<file path="src/rtl/multicycle_control.sv">
// Multicycle CPU control FSM: sequences fetch/decode/execute/memory/writeback and drives the ALU, muxes and write enables.
// Optional ILLEGAL_TRAP_EN: illegal opcodes trap into HALT and raise a sticky illegal_op output.
module multicycle_control #(
  parameter int OPW  = 6,
  parameter int ALUW = 4
) (
  input  logic            clk,
  input  logic            reset,
  input  logic [OPW-1:0]  opcode,
  input  logic            Beq_alu,
  input  logic            mem_ready,
  output logic [ALUW-1:0] ALU_selection,
  output logic            alu_src_a,
  output logic [1:0]      alu_src_b,
  output logic [1:0]      pc_source,
  output logic            pc_write,
  output logic            ir_write,
  output logic            mem_read,
  output logic            mem_write,
  output logic            iord,
  output logic            reg_write,
  output logic            reg_dst,
  output logic            mem_to_reg,
  output logic [3:0]      state
`ifdef ILLEGAL_TRAP_EN
  ,
  output logic            illegal_op
`endif
);

  typedef enum logic [3:0] {
    FETCH    = 4'd0,
    DECODE   = 4'd1,
    EXEC_R   = 4'd2,
    EXEC_I   = 4'd3,
    ALU_WB   = 4'd4,
    MEM_ADDR = 4'd5,
    MEM_RD   = 4'd6,
    MEM_WB   = 4'd7,
    MEM_WR   = 4'd8,
    BRANCH   = 4'd9,
    JUMP     = 4'd10,
    HALT     = 4'd11
  } state_t;

  localparam logic [OPW-1:0]  OP_LW   = OPW'(6'b100001);
  localparam logic [OPW-1:0]  OP_SW   = OPW'(6'b100010);
  localparam logic [OPW-1:0]  OP_BEQ  = OPW'(6'b110000);
  localparam logic [OPW-1:0]  OP_BNE  = OPW'(6'b110001);
  localparam logic [OPW-1:0]  OP_J    = OPW'(6'b110010);
  localparam logic [ALUW-1:0] ALU_ADD = ALUW'(4'b0010);
  localparam logic [ALUW-1:0] ALU_SUB = ALUW'(4'b0011);

  state_t cur;
  logic   r_class;   // 1 = current ALU instruction is R-type (writes rd)

  function automatic logic alu_op_legal(input logic [3:0] op);
    case (op)
      4'h0, 4'h1, 4'h2, 4'h3, 4'h4, 4'h5, 4'h7, 4'h9, 4'hc: alu_op_legal = 1'b1;
      default:                                             alu_op_legal = 1'b0;
    endcase
  endfunction

  logic op_ok, is_r, is_i, is_lw, is_sw, is_beq, is_bne, is_j;

  always_comb begin
    op_ok  = alu_op_legal(opcode[3:0]);
    is_r   = (opcode[OPW-1:OPW-2] == 2'b00) && op_ok;
    is_i   = (opcode[OPW-1:OPW-2] == 2'b01) && op_ok;
    is_lw  = (opcode == OP_LW);
    is_sw  = (opcode == OP_SW);
    is_beq = (opcode == OP_BEQ);
    is_bne = (opcode == OP_BNE);
    is_j   = (opcode == OP_J);
  end

  always_ff @(posedge clk) begin
    if (reset) begin
      cur     <= FETCH;
      r_class <= 1'b0;
`ifdef ILLEGAL_TRAP_EN
      illegal_op <= 1'b0;
`endif
    end else begin
      case (cur)
        FETCH:    if (mem_ready) cur <= DECODE;
        DECODE: begin
          if (is_r) begin
            cur     <= EXEC_R;
            r_class <= 1'b1;
          end else if (is_i) begin
            cur     <= EXEC_I;
            r_class <= 1'b0;
          end else if (is_lw || is_sw) begin
            cur <= MEM_ADDR;
          end else if (is_beq || is_bne) begin
            cur <= BRANCH;
          end else if (is_j) begin
            cur <= JUMP;
          end else begin
`ifdef ILLEGAL_TRAP_EN
            cur        <= HALT;
            illegal_op <= 1'b1;
`else
            cur <= FETCH;
`endif
          end
        end
        EXEC_R,
        EXEC_I:   cur <= ALU_WB;
        ALU_WB:   cur <= FETCH;
        MEM_ADDR: cur <= is_sw ? MEM_WR : MEM_RD;
        MEM_RD:   if (mem_ready) cur <= MEM_WB;
        MEM_WB:   cur <= FETCH;
        MEM_WR:   if (mem_ready) cur <= FETCH;
        BRANCH,
        JUMP:     cur <= FETCH;
`ifdef ILLEGAL_TRAP_EN
        HALT:     cur <= HALT;
`endif
        default:  cur <= FETCH;
      endcase
    end
  end

  always_comb begin
    ALU_selection = ALU_ADD;
    alu_src_a     = 1'b0;
    alu_src_b     = 2'd0;
    pc_source     = 2'd0;
    pc_write      = 1'b0;
    ir_write      = 1'b0;
    mem_read      = 1'b0;
    mem_write     = 1'b0;
    iord          = 1'b0;
    reg_write     = 1'b0;
    reg_dst       = 1'b0;
    mem_to_reg    = 1'b0;
    case (cur)
      FETCH: begin
        mem_read  = 1'b1;
        ir_write  = 1'b1;
        alu_src_b = 2'd1;
        pc_write  = mem_ready;
      end
      DECODE:   alu_src_b = 2'd3;
      EXEC_R: begin
        alu_src_a     = 1'b1;
        ALU_selection = ALUW'(opcode[3:0]);
      end
      EXEC_I: begin
        alu_src_a     = 1'b1;
        alu_src_b     = 2'd2;
        ALU_selection = ALUW'(opcode[3:0]);
      end
      ALU_WB: begin
        reg_write = 1'b1;
        reg_dst   = r_class;
      end
      MEM_ADDR: begin
        alu_src_a = 1'b1;
        alu_src_b = 2'd2;
      end
      MEM_RD: begin
        mem_read = 1'b1;
        iord     = 1'b1;
      end
      MEM_WB: begin
        reg_write  = 1'b1;
        mem_to_reg = 1'b1;
      end
      MEM_WR: begin
        mem_write = 1'b1;
        iord      = 1'b1;
      end
      BRANCH: begin
        alu_src_a     = 1'b1;
        ALU_selection = ALU_SUB;
        pc_source     = 2'd1;
        pc_write      = is_bne ? ~Beq_alu : Beq_alu;
      end
      JUMP: begin
        pc_source = 2'd2;
        pc_write  = 1'b1;
      end
      default: ;
    endcase
    // Reset abandons any in-flight access: no enable may fire on the reset edge.
    if (reset) begin
      pc_write  = 1'b0;
      ir_write  = 1'b0;
      mem_read  = 1'b0;
      mem_write = 1'b0;
      reg_write = 1'b0;
    end
  end

  assign state = cur;

endmodule

</file>
<file path="config.mk">
export PLATFORM = sky130hd
export DESIGN_NAME = multicycle_control
export DESIGN_NICKNAME = d
export VERILOG_FILES = /design/src/rtl/multicycle_control.sv
export SDC_FILE = /design/constraint.sdc
export NUM_CORES = 1
export LEC_CHECK = 0
export CORE_MARGIN = 3
export CORE_UTILIZATION = 42
export DETAILED_ROUTE_END_ITERATION = 10
export HOLD_SLACK_MARGIN = 0.06
export PLACE_DENSITY = 0.93
export SETUP_SLACK_MARGIN = 0.05
export SLEW_MARGIN = 30
export SYNTH_ARGS = -nofsm -noshare
export SYNTH_HDL_FRONTEND = slang
export SYNTH_SLANG_ARGS = --single-unit
</file>
<file path="constraint.sdc">
create_clock -name clk -period 3.65 [get_ports clk]
set_input_delay 0.5475 -clock clk [delete_from_list [all_inputs] [get_ports clk]]
set_output_delay 0.5475 -clock clk [all_outputs]
set_load 0.03 [all_outputs]
</file>
# Word level (Yosys, flattened, before mapping)
# Memories as Yosys holds them, arrays and structs flattened.
# Cells that the tools add are included.
# op_classes
eq_ne,19
n_mux,30
bitwise_logic,1
n_reduce_logical,15
# op_table
operator,n
2-to-1 mux 4 bit,9
"equality test 6 bit, second input constant",5
case mux 4 bit (6 select lines),1
"equality test 4 x 3 -> 1 bit, second input constant",4
2-to-1 mux 1 bit,16
"equality test 4 bit, second input constant",3
OR reduction 2 bit,5
"equality test 4 x 2 -> 1 bit, second input constant",2
case mux 4 bit (2 select lines),1
"!= test 2 bit, second input constant",3
case mux 2 bit (3 select lines),1
"equality test 4 x 1 -> 1 bit, second input constant",1
logical NOT 4 bit,1
case mux 2 bit (2 select lines),1
OR reduction 4 bit,1
case mux 1 bit (3 select lines),1
AND reduction 3 bit,1
"equality test 2 x 1 -> 1 bit, second input constant",1
logical AND 1 bit,2
logical NOT 2 bit,1
logical OR 1 bit,2
AND reduction 2 bit,1
nonzero test 2 bit,1
inverter 1 bit,1
# word_totals
register_bits,5
rom_bits,16
inputBits,10
out_inout_bits,21
memories,1
# memory_table
memory,words,width,rd,rd_clocked_by_memory_dff,wr,line,text
(no name shown),16,1,1,0,0,58,case (op)

# Depth between registers and ports, before layout
# Gate-level depths: netlist (run 1).
# depth
depth_word,7
mapped_depth,6
depth_no_buf,4

# Least setup slack after synthesis (run 1)
# Ideal clock, no wire load.
# synth_path
path_kind,input to output
from,in opcode[2]
to,out pc_write
t_arrival_ns,2.022
required_time_ns,3.102
slack_ns,1.080
path_stages,4
n_path_buf,0
cell_sequence,nor2_1 nand4_1 xor2_1 o41ai_1
# synth_between
elab_chain_len,4
# synth_lines
item,line,text
start: declaration,9,"input logic [OPW-1:0] opcode,"
equality test 6 bit,73,is_bne = (opcode == OP_BNE);
2-to-1 mux 1 bit,180,pc_write = is_bne ? ~Beq_alu : Beq_alu;
case mux 1 bit (3 select lines),139,case (cur)
2-to-1 mux 1 bit,189,if (reset) begin
end: declaration,16,"output logic pc_write,"
# No other way between the ends.

# Worst setup path in the final report (run 1)
# Same ends and word-level chain as after synthesis.

==> impl_results.md, run 1 <==
* Net Sw Power at 0.00008870 W
* Wire per inst at between 10 and 15 microns
* Rel. slew slack at about three fifths
* Compound-Gate Fraction of Synth Area at roughly a quarter
* CTS root buffer: clkbuf_4
* Final setup viols at 0
* Flops & latches, synth at 5
* Final wirelength at 1955 microns
* Clock sink total at 5
* Residual DRC count at 0
* Comb pwr share at 41.7%
* HPWL after detailed placement at 1466 microns
* Ant. Diodes at 0
* CTS tree: done
* Crit Path Category: primary input to output port
* Post-CTS Repair Setup Buffers at 0
* CTS H-tree lvls at 1
* XOR/XNOR Fraction of Synth Area at 5.622%
* Routed Antenna Nets at 0
* Die area at 1982 sq um
* GRT Overall Usage at 21.98%
* Final Slew Violations at 0
* Post-synthesis simple-gate area fraction at 44.18%
* Avg Inst Size Synth at 6.773 sq um
* Post-layout min period at between 3000 and 4000 ps
* Clock power share at 28.3%
* Endpoint type of the worst setup path: output port
* Ys Warns at 0
* # rows at 13
* Slew at the pin closest to its max-slew limit at 625.4 ps
* Leakage at around 0.34 nW
* Worst IR Drop VDD at around 0.19 mV
* Pwr dens at 250.5 nW/um^2
* Data arrival, critical path at 2690 ps
* Worst setup SP type: primary input
* R2R Path Start: state[0]
* Yosys cell types at 39
* Mux contribution to synthesized area at 1.606%
* Ratio of cells with drive above 1 in the final layout at under 10%
* Worst Skew at 7.366 ps
* Via Count at 795
* Syn nets at 102
* Post-cts sizing count at 0
* Critical path peak fanout at 6
* IO buf count at 30
* Main synth FF type: dfxtp_1
* P&R area growth vs syn at 48.59%
* Number of global-route vias before repair at approximately 710
* Vias per cell at 5.977
* Sequential fraction of the synthesis area at 16.06%
* First-pass GRT wire length at 3201 microns
* Max Cap Violations at 0
* Post-synth EDFFs at 0
* Final net count at between 100 and 150
* Combinational family with the most area after synthesis: simple AND/OR/NAND/NOR gates
* Post-Syn Area at 623.1 sq um
* Fin. Hold Viols at 0
* Initial antenna violation count at 0
* Mapped Cells at between 90 and 100
* Largest net degree at the start of global routing at 20
* Drt first pass iters at 4
* Net Sw Frac at 38.24%
* Overflow after GRT at 0
* Post-layout util at 68.58%
* Initial Utilization at 46.15%
* Final period util at approximately nine tenths
* Placer Congestion at 0.8675
* Highest clock rate at 309.3 MHz
* RSZ-0062 raised after global routing: false
* Commonest non-fill, non-tap cells in the layout: clkdlybuf4s50_1, nor2_1, nand2_1
* CTS hold repair buffers at 0
* Synth Area in Adders at 0%
* Io pins at 31
* Hold crit path type: register to register
* Worst setup endpoint: pc_write
* Worst Setup SP: opcode[2]
* Clock Pin Slew Worst Setup and Hold Paths at 40 ps
* P_int at 0.0001432 W
* Commonest non-fill, non-tap cell in the layout: clkdlybuf4s50_1
* Setup TNS at 0 ps
* Clk_lat worst skew at 250 ps
* R2r endpoint: state[3]
* Die height at 44.52 microns
* Core area at 1350 sq um
* Share of async-settable or async-resettable flops after synthesis at 0%
* Max Root-Sink Buffers at 2
* 1st-iter DRT viols at 22
* TritonCTS Buffers at 3
* Worst path required time at around 3100 ps
* Status: completed
* Die width at between 40 and 50 microns
* Seq pwr share at 30.0%
* WHS at 520.1 ps
* Worst r2r path cells at 4
* Setup slack, reg-to-reg at a little under 2000 ps
area by class of cell:
| type | instances | area, sq um |
|---|---|---|
| Sequential cell | 5 | 100.1 |
| Inverter | 1 | 3.754 |
| Fill cell | 114 | 424.2 |
| Tap cell | 15 | 18.77 |
| Timing Repair Buffer | 30 | 300.3 |
| Clock buffer | 4 | 26.28 |
| Multi-Input combinational cell | 78 | 476.7 |
metal layers:
metal | wire (microns) | global-route usage (%)
met5 | 0 | 0
met4 | 11 | 9.036
met3 | 147 | 7.724
met2 | 1018 | 37.82
met1 | 778 | 24.15
worst min path at each step:
| stage | startpoint | to | slack (ps) | cells past startpoint |
|---|---|---|---|---|
| 3_3_place_gp | r_class | r_class | 500 | 2 |
| 2_1_floorplan | r_class | r_class | 490 | 2 |
| 5_1_grt | r_class | r_class | 550 | 2 |
| 4_1_cts | r_class | r_class | 530 | 2 |
| 3_5_place_dp | r_class | r_class | 520 | 2 |
| 6_report | r_class | r_class | 520 | 2 |
power groups by stage:
stage          Sequential (W)  Combinational, W  Clock (W)
4_1_cts             0.0000692         0.0000964  0.0000662
2_1_floorplan       0.0000648         0.0000610          0
5_1_grt             0.0000709          0.000103  0.0000711
3_3_place_gp        0.0000698         0.0000939          0
6_report            0.0000697         0.0000966  0.0000657
3_5_place_dp        0.0000701         0.0000961          0
registers in the layout, summed over array words and instances, names as in the netlist:
signal and flops:
r_class 1, state 4
cell usage after synthesis (all sizes together), types with 3 or more instances:
cell     n  area share (%)
or2      3             3.0
clkbuf   3             1.8
a31oi    3             3.0
xor2     3             4.2
nor2b    5             5.4
nand2b   3             3.0
nand2    8             4.8
buf      5             5.0
a21oi    6             4.8
nor3     5             4.0
nor2    16             9.6
dfxtp    5              16
stage by stage:
stage	instance area [sq um]	total power [W]	instances	setup slack, ps
after floorplan	623.1	0.0001258	92	1080
after global placement	899.6	0.0001637	129	527.1
after detailed placement	899.6	0.0001661	129	422.5
after CTS	925.9	0.0002318	133	421.0
after global routing	925.9	0.0002450	133	336.7
final	925.9	0.0002319	133	416.6
cells by family after synthesis:
| logic type | count (synthesis) |
|---|---|
| simple gates | 51 |
| mux | 1 |
| xor+xnor | 4 |
| buf+inv | 9 |
| compound gates | 22 |
| flops | 5 |
critical path, stage by stage:
cell and delay [ps]:
clkdlybuf4s50_1 500, nor2_1 280, nand4_1 170, xor2_1 170, o41ai_1 280, clkdlybuf4s50_1 740
No activity file was read; power rests on OpenSTA's default activity.
==> run 2: changes to the inputs <==
--- a/config.mk
+++ b/config.mk
@@ -7,9 +7,10 @@
 export LEC_CHECK = 0
 export CORE_MARGIN = 3
 export CORE_UTILIZATION = 42
+export CTS_CLUSTER_SIZE = 10
 export DETAILED_ROUTE_END_ITERATION = 10
 export HOLD_SLACK_MARGIN = 0.06
-export PLACE_DENSITY = 0.93
+export PLACE_DENSITY = 0.89
 export SETUP_SLACK_MARGIN = 0.05
 export SLEW_MARGIN = 30
 export SYNTH_ARGS = -nofsm -noshare
==> run 2 against run 1 <==
Net effect:
- clock skew decreased by 2.1 ps
- fmax grew 1.3%
- global-route usage down 0.33 points
- wire length increased by 0.82%
- combinational power increased by 0.6%
- sequential power shrank 0.9%
- non-clock buffer count unchanged
- register-to-register slack gained 40 ps
- hold slack gained 44 ps
- critical endpoint unchanged
- largest cell class unchanged
- largest power group unchanged
==> impl_results.md, run 2 (synthesized netlist as in run 1, its figures left out) <==
* Die area at 1982 sq um (unchanged)
* Net Sw Frac at 38.18% (-0.057 points)
* Hold Path Stages at 2 (unchanged)
* Final period util at 87.46% (-1.1 points)
* Initial Utilization at 46.15% (unchanged)
* CTS hold repair buffers at 0 (unchanged)
* Status: completed
* Drt first pass iters at 4 (unchanged)
* CTS tree: done
* Final Slew Violations at 0 (unchanged)
* Die width at 44.52 microns (unchanged)
* Crit Path Category: primary input to output port
* # rows at 13 (unchanged)
* Post-cts sizing count at 0 (unchanged)
* IO buf count at 30 (unchanged)
* Initial antenna violation count at 0 (unchanged)
* Commonest non-fill, non-tap cell in the layout: clkdlybuf4s50_1
* RSZ-0062 raised after global routing: false
* Clock sink total at 5 (unchanged)
* Overflow after GRT at 0 (unchanged)
* Final wirelength at 1971 microns (+0.82%)
* Final setup viols at 0 (unchanged)
* Commonest non-fill, non-tap cells in the layout: clkdlybuf4s50_1, nor2_1, nand2_1
* Worst Hold Launch: r_class
* Worst Setup SP: opcode[2]
* Core area at 1350 sq um (unchanged)
* Placer Congestion at 0.8845 (+2.0%)
* WHS at 564.1 ps (+44.02 ps)
* Endpoint type of the worst setup path: output port
* Ant. Diodes at 0 (unchanged)
* R2r endpoint: state[3]
* Rel. slew slack at 58.87% (+0.62 points)
* Worst Skew at 5.271 ps (-2.095 ps)
* Number of global-route vias before repair at 685 (-3.2%)
* Slew at the pin closest to its max-slew limit at 616.1 ps (-9.293 ps)
* Die height at 44.52 microns (unchanged)
* 1st-iter DRT viols at 24 (+9.1%)
* Seq pwr share at 29.8% (-0.2 points)
* Data arrival, critical path at 2640 ps (-50 ps)
* Highest clock rate at 313.3 MHz (+1.3%)
* Total power at 0.0002317 W (-0.12%)
* Max FFs per register at 4 (unchanged)
* Residual DRC count at 0 (unchanged)
* Clock power share at 28.2% (about the same)
* Worst IR Drop VDD at 0.2026 mV (+8.0%)
* TritonCTS Buffers at 3 (unchanged)
* Critical path peak fanout at 6 (unchanged)
* Worst setup SP type: primary input
* R2R Path Start: state[0]
* Largest net degree at the start of global routing at 20 (unchanged)
* GRT Overall Usage at 21.65% (-0.33 points)
* Clk_lat worst skew at 250 ps (about the same)
* Fin. Hold Viols at 0 (unchanged)
* P&R area growth vs syn at 48.59% (unchanged)
* Via Count at 789 (-0.75%)
* Post-layout min period at 3192 ps (-41.11 ps)
* CTS root buffer: clkbuf_4
* Final net count at 129 (unchanged)
* CTS H-tree lvls at 1 (unchanged)
* Max Root-Sink Buffers at 2 (unchanged)
* Worst r2r path cells at 4 (unchanged)
* Pwr dens at 250.2 nW/um^2 (-0.12%)
* Vias per cell at 5.932 (-0.75%)
* HPWL after detailed placement at 1483 microns (+1.2%)
* Io pins at 31 (unchanged)
* First-pass GRT wire length at 3236 microns (+1.1%)
* Slack of the critical path at 457.7 ps (+41.11 ps)
* Hold crit path type: register to register
* Wire per inst at 14.82 microns (+0.82%)
* P_int at 0.0001432 W (about the same)
* Net Sw Power at 0.00008846 W (-0.27%)
* Pre-CTS setup slack at 466.3 ps (+43.79 ps)
* Comb pwr share at 41.9% (+0.2 points)
* Setup slack, reg-to-reg at 2000 ps (+40 ps)
* Post-CTS Repair Setup Buffers at 0 (unchanged)
* Setup TNS at 0 ps (unchanged)
* Max Cap Violations at 0 (unchanged)
* Leakage at 0.3374 nW (unchanged)
* Routed Antenna Nets at 0 (unchanged)
* Worst path required time at 3100 ps (about the same)
* Ratio of cells with drive above 1 in the final layout at 5.932% (unchanged)
* Hold endpoint: r_class
* Clock Pin Slew Worst Setup and Hold Paths at 40 ps (about the same)
-- run 2: cell counts in the layout (fill, tap and decap cells not counted) --
No cell type changed its count.
-- run 2: worst max path at each step --
stage,end,slack (ps),cells after the start
after floorplan,pc_write,1080,4
after global placement,pc_write,550,6
after detailed placement,pc_write,470,6
after CTS,pc_write,460,6
after global routing,pc_write,360,6
final,pc_write,460,6
-- run 2: power groups by stage --
stage / Combinational, W / Sequential (W) / Clock (W)
after floorplan: 0.0000610 / 0.0000648 / 0
after global placement: 0.0000943 / 0.0000701 / 0
after detailed placement: 0.0000965 / 0.0000700 / 0
after CTS: 0.0000968 / 0.0000690 / 0.0000661
after global routing: 0.000104 / 0.0000709 / 0.0000711
final: 0.0000972 / 0.0000691 / 0.0000654
-- run 2: critical path, stage by stage --
cell	delay, ps
clkdlybuf4s50_1	530
nor2_1	270
nand4_1	150
xor2_1	170
o41ai_1	250
clkdlybuf4s50_1	740
-- run 2: metal layers --
| metal | wire length [microns] | GRT usage [%] |
|---|---|---|
| met1 | 836 | 28.26 |
| met2 | 978 | 34.67 |
| met3 | 132 | 6.911 |
| met4 | 23 | 4.217 |
| met5 | 0 | 0 |
-- run 2: final cells by class --
| type | count | area [sq um] |
|---|---|---|
| inverters | 1 | 3.754 |
| multi-input cells | 78 | 476.7 |
| repair buffers | 30 | 300.3 |
| clock buffers | 4 | 26.28 |
| fillers | 126 | 424.2 |
| flip-flops and latches | 5 | 100.1 |
| well taps | 15 | 18.77 |
-- run 2: through the flow --
step / std cells / util (%) / area (sq um)
after floorplan: 92 / - / 623.1
after global placement: 129 / 66.64 / 899.6
after detailed placement: 129 / 66.64 / 899.6
after CTS: 133 / 68.58 / 925.9
after global routing: 133 / 68.58 / 925.9
final: 133 / 68.58 / 925.9
==> RTL edit, RTL diff (flow settings as in run 2) <==
The parameter `ALUW` goes from 4 to 3.
--- a/src/rtl/multicycle_control.sv
+++ b/src/rtl/multicycle_control.sv
@@ -2,7 +2,7 @@
 // Optional ILLEGAL_TRAP_EN: illegal opcodes trap into HALT and raise a sticky illegal_op output.
 module multicycle_control #(
   parameter int OPW  = 6,
-  parameter int ALUW = 4
+  parameter int ALUW = 3
 ) (
   input  logic            clk,
   input  logic            reset,
Ports: changed (resized ALU_selection); port bits go from 31 to 30. The function was not compared with the original's and may differ.
==> RTL edit against run 2 <==
Synthesized cell count rose by 9.8%; combinational power up 24%; total power rose by 9.2%; final area increased by 4.9%; largest cell class unchanged; first-iteration DRC count is 54% lower; area after synthesis is 13% higher; sequential cell count did not move; wire length shrank 8.2%; worst setup slack gained 87 ps; cell count up 4.5%; sequential power grew 3%; sequential share of layout area is 0.50 points lower; highest routed layer unchanged.
==> RTL edit: results (changes against run 2) <==
Power
  – Switching power: 99.47 µW (+12%)
  – Sequential power share: 0.281 (-0.017)
  – Power Clock: 61.3 µW (-6.3%)
  – Max VDD drop: 0.1826 mV (-9.9%)
  – LEAKAGE: 0.3511 nW (+4.1%)

Placed design
  – Placer Congestion: 0.8010 (-9.4%)
  – PortBufs: 29 (-3.3%)
  – Dpl ws: 540.6 ps (+74.28 ps)
  – Dpl hpwl: 1.460 mm (-1.6%)
  – Area post-placement: 944.7 µm² (+5.0%)
  – Placed cell count: 135 (+4.7%)

Logic synthesis
  – Post-synth cell types: 47 (+21%)
  – Syn Nets: 111 (+8.8%)
  – Synth cell count leaders: 17 x nor2_1, 10 x a21oi_1, 6 x nand2_1
  – Sequential-to-total area share from yosys stat: 0.1426 (-0.01804)
  – Cells taking the most area after synthesis: dfxtp_1 14%, nor2_1 9.1%, a21oi_1 7.1%
  – Syn_area_per_cell: 6.950 µm² (+2.6%)

STA
  – Max-slew headroom: 0.5332 (-0.05550)
  – Min Tclk post-route: 3106 ps (-86.65 ps)
  – Hold_ws: 538.8 ps (-25.28 ps)
  – Setup Skew: 1.775 ps (-3.496 ps)

Final layout
  – Multi-input logic portion of the cell area: 0.5387 (+0.02380)
  – Max reg flops: 4 (unchanged)
  – ClkCell Share: 0.02706 (-0.001317)
  – NonClk Buf Share: 0.2990 (-0.02536)
  – Inverter count: 3 (+2)
  – Layout cells sized above 1: 0.1057 (+0.04637)
  – Buffers excl. clock: 29 (-3.3%)
  – Count of multi-input gates: 82 (+5.1%)
  – Number of fill cells: 143 (+13%)

Setup path
  – WP data arrival: 2560 ps (-80 ps)
  – Slowest CP cell: clkdlybuf4s50_1
  – Setup crit start: opcode[0]
  – Slowest stage delay, CP: 670 ps (-70 ps)
  – FF-to-FF Start: state[1]$_SDFFE_PP0P_
  – Worst Reg-to-Reg Cells: 5 (+1)
  – Critical path peak fanout: 9 (+3)
  – Reg2Reg Setup Slack: 2170 ps (+170 ps)

Detailed routing
  – Met3 WL: 89 µm (-33%)
  – Wire length on met1: 788 µm (-5.7%)
  – Routed wl met2: 909 µm (-7.1%)
  – Vias: 793 (+0.51%)
  – WL/cell: 13.02 µm (-12%)
  – Final WL: 1.810 mm (-8.2%)

Global routing
  – Global-route wire length before repair: 2.870 mm (-11%)
  – Number of global-route vias before repair: 683 (-0.29%)
  – Largest net degree at the start of global routing: 22 (+10%)
  – Initial antenna violation count: 0 (unchanged)
  – GRT Total Usage: 0.1791 (-0.03746)

Clock tree
  – Clock latency on the worst-skew pair: 230 ps (-20 ps)
  – CTS resizes: 0 (unchanged)

Outcome
  – Status: finished clean

Die
  – Die Area: 0.002198 mm² (+11%)
-- RTL edit: changes by cell type after synthesis, sizes merged, moves of 3 or more --
| cell | change |
|---|---|
| a31oi | -3 |
| nand3 | +3 |
| buf | +4 |
| a21oi | +5 |
-- RTL edit: per-stage QoR --
step / utilization / total power, mW
after CTS: 0.6299 / 0.2573
final: 0.6299 / 0.2529
after global placement: 0.6128 / 0.1898
after detailed placement: 0.6128 / 0.1931
after global routing: 0.6299 / 0.2759
after floorplan: - / 0.1535
-- RTL edit: layer usage --
layer,global-route usage,up-vias
met5,0,-
met4,0.03315,0
met3,0.04598,2
met2,0.3279,24
met1,0.2096,358
li1,-,409
-- RTL edit: cell families (layout without fill, tap and decap cells) --
group                     count (synthesis)  after routing  share of synthesized area
AOI/OAI and AO/OA                        25             25                     0.2478
xor gates and xnor gates                  4              4                    0.04992
buffers and inverters                    14             36                     0.1123
DFF                                       5              5                     0.1426
and+or+nand+nor                          53             53                     0.4474
